### src/rtl/if_id_queue.sv
// ---------------------------------------------------------------------------
// if_id_queue
//   In-order fetch buffer between the fetch (F) and decode (D) stages. It
//   holds up to DEPTH {instruction, PC, PC+4} entries. The decode stage is
//   always driven with the head entry, and fetch sees back-pressure on FullF.
//   StallD holds the head in place. FlushD discards every buffered entry and
//   the entry presented in the same cycle.
//
// Ports
//   clk       rising-edge clock
//   rst_n     asynchronous active-low reset
//   InstrF    fetched instruction        PCF / PCPlus4F  its PC and PC+4
//   ValidF    fetch presents an entry this cycle
//   StallD    decode holds the current head
//   FlushD    discard all buffered and incoming entries
//   InstrD    head instruction           PCD / PCPlus4D  head PC and PC+4
//   ValidD    head entry is valid (buffer not empty)
//   FullF     buffer full; fetch must not present new entries
//   DropF     registered pulse: an entry was refused because the buffer was full
//   Count     current occupancy
// ---------------------------------------------------------------------------
module if_id_queue #(
  parameter int INSTR_W = 32,
  parameter int PC_W    = 5,
  parameter int DEPTH   = 4,
  localparam int CNT_W  = $clog2(DEPTH + 1)
) (
  input  logic               clk,
  input  logic               rst_n,
  input  logic [INSTR_W-1:0] InstrF,
  input  logic [PC_W-1:0]    PCF,
  input  logic [PC_W-1:0]    PCPlus4F,
  input  logic               ValidF,
  input  logic               StallD,
  input  logic               FlushD,
  output logic [INSTR_W-1:0] InstrD,
  output logic [PC_W-1:0]    PCD,
  output logic [PC_W-1:0]    PCPlus4D,
  output logic               ValidD,
  output logic               FullF,
  output logic               DropF,
  output logic [CNT_W-1:0]   Count
);

  localparam int PTR_W = (DEPTH > 1) ? $clog2(DEPTH) : 1;

  logic [INSTR_W-1:0] instr_mem [DEPTH];
  logic [PC_W-1:0]    pc_mem    [DEPTH];
  logic [PC_W-1:0]    pc4_mem   [DEPTH];

  logic [PTR_W-1:0] rd_ptr_reg;
  logic [PTR_W-1:0] wr_ptr_reg;
  logic [CNT_W-1:0] count_reg;
  logic             drop_reg;

  logic push;
  logic pop;
  logic full;
  logic not_empty;

  // Pointers wrap explicitly at DEPTH-1, so DEPTH need not be a power of two.
  function automatic logic [PTR_W-1:0] ptr_inc(input logic [PTR_W-1:0] p);
    return (p == PTR_W'(DEPTH - 1)) ? '0 : p + 1'b1;
  endfunction

  assign full      = (count_reg == CNT_W'(DEPTH));
  assign not_empty = (count_reg != '0);

  // A full buffer refuses the incoming entry even when the head pops in the
  // same cycle, so FullF depends only on the occupancy and not on StallD.
  assign push = ValidF && !FlushD && !full;
  assign pop  = not_empty && !StallD && !FlushD;

  // Storage: only the entry at the write pointer is loaded.
  always_ff @(posedge clk or negedge rst_n) begin
    if (!rst_n) begin
      for (int i = 0; i < DEPTH; i++) begin
        instr_mem[i] <= '0;
        pc_mem[i]    <= '0;
        pc4_mem[i]   <= '0;
      end
    end else if (push) begin
      instr_mem[wr_ptr_reg] <= InstrF;
      pc_mem[wr_ptr_reg]    <= PCF;
      pc4_mem[wr_ptr_reg]   <= PCPlus4F;
    end
  end

  // Pointers, occupancy and the drop pulse. A flush takes priority over
  // everything else except reset.
  always_ff @(posedge clk or negedge rst_n) begin
    if (!rst_n) begin
      rd_ptr_reg <= '0;
      wr_ptr_reg <= '0;
      count_reg  <= '0;
      drop_reg   <= 1'b0;
    end else if (FlushD) begin
      rd_ptr_reg <= '0;
      wr_ptr_reg <= '0;
      count_reg  <= '0;
      drop_reg   <= 1'b0;
    end else begin
      drop_reg <= ValidF && full;
      if (push) begin
        wr_ptr_reg <= ptr_inc(wr_ptr_reg);
      end
      if (pop) begin
        rd_ptr_reg <= ptr_inc(rd_ptr_reg);
      end
      if (push && !pop) begin
        count_reg <= count_reg + CNT_W'(1);
      end else if (pop && !push) begin
        count_reg <= count_reg - CNT_W'(1);
      end
    end
  end

  // Head read is combinational. An empty buffer presents a zeroed bubble so
  // stale storage never leaks into decode.
  always_comb begin
    ValidD   = not_empty;
    InstrD   = '0;
    PCD      = '0;
    PCPlus4D = '0;
    if (not_empty) begin
      InstrD   = instr_mem[rd_ptr_reg];
      PCD      = pc_mem[rd_ptr_reg];
      PCPlus4D = pc4_mem[rd_ptr_reg];
    end
  end

  assign FullF = full;
  assign DropF = drop_reg;
  assign Count = count_reg;

endmodule

### config.mk
export PLATFORM = sky130hd
export DESIGN_NAME = if_id_queue
export DESIGN_NICKNAME = d
export VERILOG_FILES = /design/src/rtl/if_id_queue.sv
export SDC_FILE = /design/constraint.sdc
export NUM_CORES = 1
export LEC_CHECK = 0
export ABC_AREA = 1
export BUFFER_PORTS_ARGS = -buffer_cell sky130_fd_sc_hd__buf_2
export CAP_MARGIN = 20
export CELL_PAD_IN_SITES_DETAIL_PLACEMENT = 2
export CELL_PAD_IN_SITES_GLOBAL_PLACEMENT = 2
export CORE_ASPECT_RATIO = 0.5
export CORE_MARGIN = 2
export CORE_UTILIZATION = 38
export DETAILED_ROUTE_END_ITERATION = 12
export PLACE_DENSITY = 0.92
export SETUP_SLACK_MARGIN = 0.02
export SLEW_MARGIN = 20
export SYNTH_ARGS = -nofsm -noshare
export SYNTH_HDL_FRONTEND = slang
export SYNTH_SLANG_ARGS = --single-unit
### constraint.sdc
create_clock -name clk -period 3.2 [get_ports clk]
set_input_delay 0 -clock clk [delete_from_list [all_inputs] [get_ports clk]]
set_output_delay 0 -clock clk [all_outputs]
set_load 0.005 [all_outputs]
; ---- Word level (Yosys, flattened, before mapping)
; Cells that the tools add are included.
[word_totals]
inputBits = 47
register_bits = 176
word_cells = 74
out_inout_bits = 48
[op_classes]
n_bitwise = 2
n_addsub = 4
eq_ne = 3
n_reduce_logical = 17
order_cmp = 3
n_mux = 29
[op_table]
columns = operator, n
row1 = bitwise mux 128 bit, 1
row2 = two-way mux 32 bit, 4
row3 = binary-select mux 32 bit (select 2 bit), 1
row4 = demux 32 bit (select 2 bit), 1
row5 = bitwise mux 20 bit, 2
row6 = two-way mux 5 bit, 7
row7 = binary-select mux 5 bit (select 2 bit), 2
row8 = two-way mux 2 bit, 6
row9 = demux 5 bit (select 2 bit), 1
row10 = two-way mux 3 bit, 3
row11 = logical AND 1 bit, 8
row12 = greater-or-equal comparator 3 bit (second input constant), 2
row13 = NOT 2 -> 3 bit, 2
row14 = nonzero test 3 bit, 2
row15 = logical NOT 1 bit, 5
row16 = adder 2 x 1 -> 2 bit (second input constant), 2
row17 = == test 2 bit (second input constant), 2
row18 = nonzero test 2 bit, 2
row19 = adder 3 x 1 -> 3 bit (second input constant), 1
row20 = == test 3 bit (second input constant), 1
row21 = < comparator 3 x 1 -> 1 bit (second input constant), 1
row22 = subtractor 3 x 1 -> 3 bit (second input constant), 1
row23 = two-way mux 1 bit, 1

; ---- Longest topological paths before layout
[logic_depth]
word_depth = 8
ltp_mapped = 12
ltp_nobuf = 12

; ---- Worst setup path after synthesis
; OpenSTA, ideal clock, no wires.
[synth_path]
path_kind = register to register
start = reg count_reg[2] (netlist: Count[2])
end = reg count_reg[2] (netlist: Count[2])
t_arrival_ns = 1.655
setup_time_ns = 0.117
path_buffers = 0
t_required_ns = 3.083
period_less_slack_ns = 1.772
stages_incl_launch_ff = 13
setup_slack_ns = 1.428
cell_sequence = dfrtp_1 > inv_1 > nand2_1 > nand2_1 > nand2_1 > inv_1 > fa_1 > xnor2_1 > inv_1 > nand2_1 > nand2_1 > nand3_1 > nand2_1
[synth_between]
elab_chain_len = 7
word_cells_on_any_way = 16
classes_between = 2 x add/sub / 1 x eq/ne / 3 x mux / 10 x reduce/logical
[synth_rtl]
columns = element, line_no
row1 = start: declaration, 53  ; logic [CNT_W-1:0] count_reg;
row2 = start signal: assignment, 111  ; count_reg <= count_reg + CNT_W'(1);
row3 = start signal: assignment, 113  ; count_reg <= count_reg - CNT_W'(1);
row4 = nonzero test 3 bit (*), 67  ; assign not_empty = (count_reg != '0);
row5 = via ValidD, 39  ; output logic ValidD,
row6 = logical AND 1 bit (*) (2 in series), 72  ; assign pop = not_empty && !StallD && !FlushD;
row7 = logical NOT 1 bit, 110  ; if (push && !pop) begin
row8 = logical AND 1 bit, 110
row9 = two-way mux 3 bit, 110
row10 = two-way mux 3 bit, 97  ; end else if (FlushD) begin
; Mark *: on every way through the listed nets, which the timed path passes. The rest lies on a longest branch. The select of a mux whose other input is x is not followed.
; A chain may end at the register's enable or synchronous reset.

; ---- Final worst setup path
[layout_path]
start = reg rd_ptr_reg[0]
end = out InstrD[15]
[layout_between]
elab_chain_len = 5
[layout_rtl]
columns = element, line_no
row1 = start: declaration, 51  ; logic [PTR_W-1:0] rd_ptr_reg;
row2 = start signal: assignment, 108  ; rd_ptr_reg <= ptr_inc(rd_ptr_reg);
row3 = NOT 2 -> 3 bit (implied by the code), 126  ; InstrD = instr_mem[rd_ptr_reg];
row4 = binary-select mux 32 bit (select 2 bit), 126
row5 = two-way mux 32 bit (implied by the code) (2 in series), 126
row6 = two-way mux 32 bit, 125  ; if (not_empty) begin
row7 = end: declaration, 36  ; output logic [INSTR_W-1:0] InstrD,
; Every way passes these cells. The select of a mux whose other input is x is not followed.

==> qor.csv <==
metric;value;unit
Max stage delay on crit path;0.52;ns
post-DP HPWL;17900;µm
most frequent cells in the layout;267 x nand2_1, 236 x o21ai_0, 174 x dfrtp_1, 127 x a21oi_1, 96 x inv_1;
largest net degree at the start of global routing;87;
DR iter-0 viols;585;
fin crit period;2.39;ns
Layout Skew;0.0115;ns
total CTS buffers;17;
synth-to-layout area growth;20.8;%
Worst R2R Path Depth;12;
setup TNS;0;ns
# rows;38;
unrepaired setup endpoints after global routing;false;
Die Span Y;109;µm
core box area;0.0216;mm²
clock slew at reported path FFs;0.07;ns
worst skew pair latency;0.47;ns
clock sink count;176;
DR vias/cell;5.82;
buffers added on ports;94;
Cell variety after synth;26;
CP top delay family;buffers and inverters;
worst path bufs/invs;3;
setup bufs post-CTS;0;
CP endpoint kind;primary output;
GRT Total Usage;35.6;%
CP max FO;35;
Top reg by flops;instr_mem;
VDD IR max;459;µV
largest registers;instr_mem (128), pc4_mem (20), pc_mem (20);
Top Ports;95;
GRT Residual Overflow;0;
type of the worst setup path;flop to primary output;
pwr dens;1030;mW/mm²
WP data arrival;2.39;ns
WL per Instance;27.1;µm
ANT nets after route;0;
cell area after synthesis;0.00833;mm²
first-pass GRT wire length;60800;µm
Least-Margin Pin Slew;0.919;ns
share of layout cells above drive strength 1;14.2;%
CTS Buffer Depth;2;
Final setup viols;0;
CTS tree;yes;
synthesized flop and latch total;176;
final WL;39300;µm
Tightest Hold Check Type;primary input to flop;
most common cell after layout, fill and taps aside;nand2_1;
FF-to-FF Start;Count[2]$_DFFE_PN0P_;
Cell Chain, Critical Path;inv_2 > buf_4 > a21oi_1 > o21ai_0 > a21oi_1 > buf_2;
max-slew violation count;0;
drt drc;0;
Seq/Total Area, Yosys;52.9;%
final period utilization;74.8;%
Clock H-tree levels;4;
slowest library cell on the worst path;inv_2;
die width;213;µm
crit start category;flop;
hold depth;7;
CTS Hold Buffers Added;45;
drt pass-1 iters;5;
Yosys Warn Count;0;
initial antenna violation count;1;
hold slack;0.0978;ns
vias in the first global route;9833;
Vias;8438;
cell mode on critical path;a21oi_1;
max_cap viols;0;
Hold Path Origin;StallD;
Gate Count Post-Synth;1027;
die area;0.0232;mm²
leakage;4.89;nW
Req. time, crit path;3.20;ns
Starting Density;38.6;%
CP Depth;6;
Hold Vio Cnt, Final;0;
post-synthesis net count;1080;
fmax;418;MHz
Final #Nets;1187;
Rel. slew slack;38.7;%
status;complete, no violations;
RePlAce Congestion;0.760;
Root Driver;clkbuf_16;
PnR Total Power;0.0103;W
Largest register FFs;128;
crit path launch;rd_ptr_reg[0]$_DFFE_PN0P_;
Post-Syn Area per Cell;8.11;µm²
post-CTS sizing;0;
-- layer usage --
metal / wire length [µm] / vias to the layer above / global-route usage [%]
li1: - / 3542 / -
met1: 15800 / 4378 / 42.0
met2: 19700 / 380 / 61.5
met3: 1930 / 138 / 6.62
met4: 1860 / 0 / 21.0
met5: 0 / - / 0
-- Yosys cell counts --
| master | n | area (µm²) |
|---|---|---|
| xnor2_1 | 1 | 8.76 |
| nand2_2 | 1 | 6.26 |
| buf_2 | 22 | 110 |
| inv_2 | 2 | 7.51 |
| nand3_4 | 1 | 17.5 |
| clkinv_1 | 2 | 7.51 |
| buf_4 | 10 | 75.1 |
| ha_1 | 5 | 62.6 |
| buf_6 | 8 | 90.1 |
| nor3_1 | 1 | 5.00 |
| a21o_1 | 1 | 7.51 |
| nor2_2 | 3 | 18.8 |
| buf_1 | 1 | 3.75 |
| nor2_1 | 3 | 11.3 |
| a21oi_1 | 127 | 636 |
| nand3_1 | 4 | 20.0 |
| fa_1 | 1 | 20.0 |
| nor2_4 | 2 | 22.5 |
| nand2_1 | 267 | 1000 |
| o21ai_0 | 236 | 1180 |
| inv_1 | 98 | 368 |
| o21ai_1 | 20 | 100 |
| dfrtp_1 | 176 | 4400 |
| clkbuf_1 | 33 | 124 |
| nand2_4 | 1 | 11.3 |
| nand4_1 | 1 | 6.26 |
-- power breakdown --
part           internal, W  switching [W]  total [W]
Clock              0.00133        0.00106    0.00239
Combinational      0.00130        0.00299    0.00429
Sequential         0.00313       0.000517    0.00365
-- final timing paths --
kind                       slack, ns                          to
setup / recovery                0.81                  InstrD[15]
hold / removal                   0.1        Count[2]$_DFFE_PN0P_
setup reg to reg                1.02        Count[2]$_DFFE_PN0P_
hold reg to reg                 0.51    instr_mem[6]$_DFFE_PN0P_
max in group asynchronous       2.13   rd_ptr_reg[0]$_DFFE_PN0P_
min in group asynchronous       0.14  instr_mem[101]$_DFFE_PN0P_
-- tightest hold or removal path, delay by kind of cell --
family / cells / cell delay [ns]
buffers and inverters: 2 / 0.12
AND/OR/NAND/NOR: 5 / 0.41
-- metrics by stage --
stage / util (%) / cells / area, µm² / setup slack (ns)
5_1_grt: 46.6 / 1448 / 10100 / 0.637
6_report: 46.6 / 1449 / 10100 / 0.806
3_3_place_gp: 41.6 / 1370 / 8970 / 1.31
2_1_floorplan: - / 1027 / 8330 / 1.43
3_5_place_dp: 41.6 / 1370 / 8970 / 1.17
4_1_cts: 46.6 / 1447 / 10100 / 0.856
-- logic make-up after synthesis --
logic type / synth area share, %
adder cells (fa/ha/maj): 0.992
AO/OA/AOI/OAI: 23.1
XOR/XNOR: 0.105
AND/OR/NAND/NOR: 13.5
buffers and inverters: 9.44
flip-flops: 52.9
-- cell type report --
cell class	instances	area, µm²
clock inverter	14	189
sequential	176	4410
clock buffer	18	439
antenna	2	5.00
timing repair buffer	162	1110
tap	300	375
multi-input combinational	675	3150
fill	2383	11500
inverter	102	383
No activity file was read; power rests on OpenSTA's default activity.
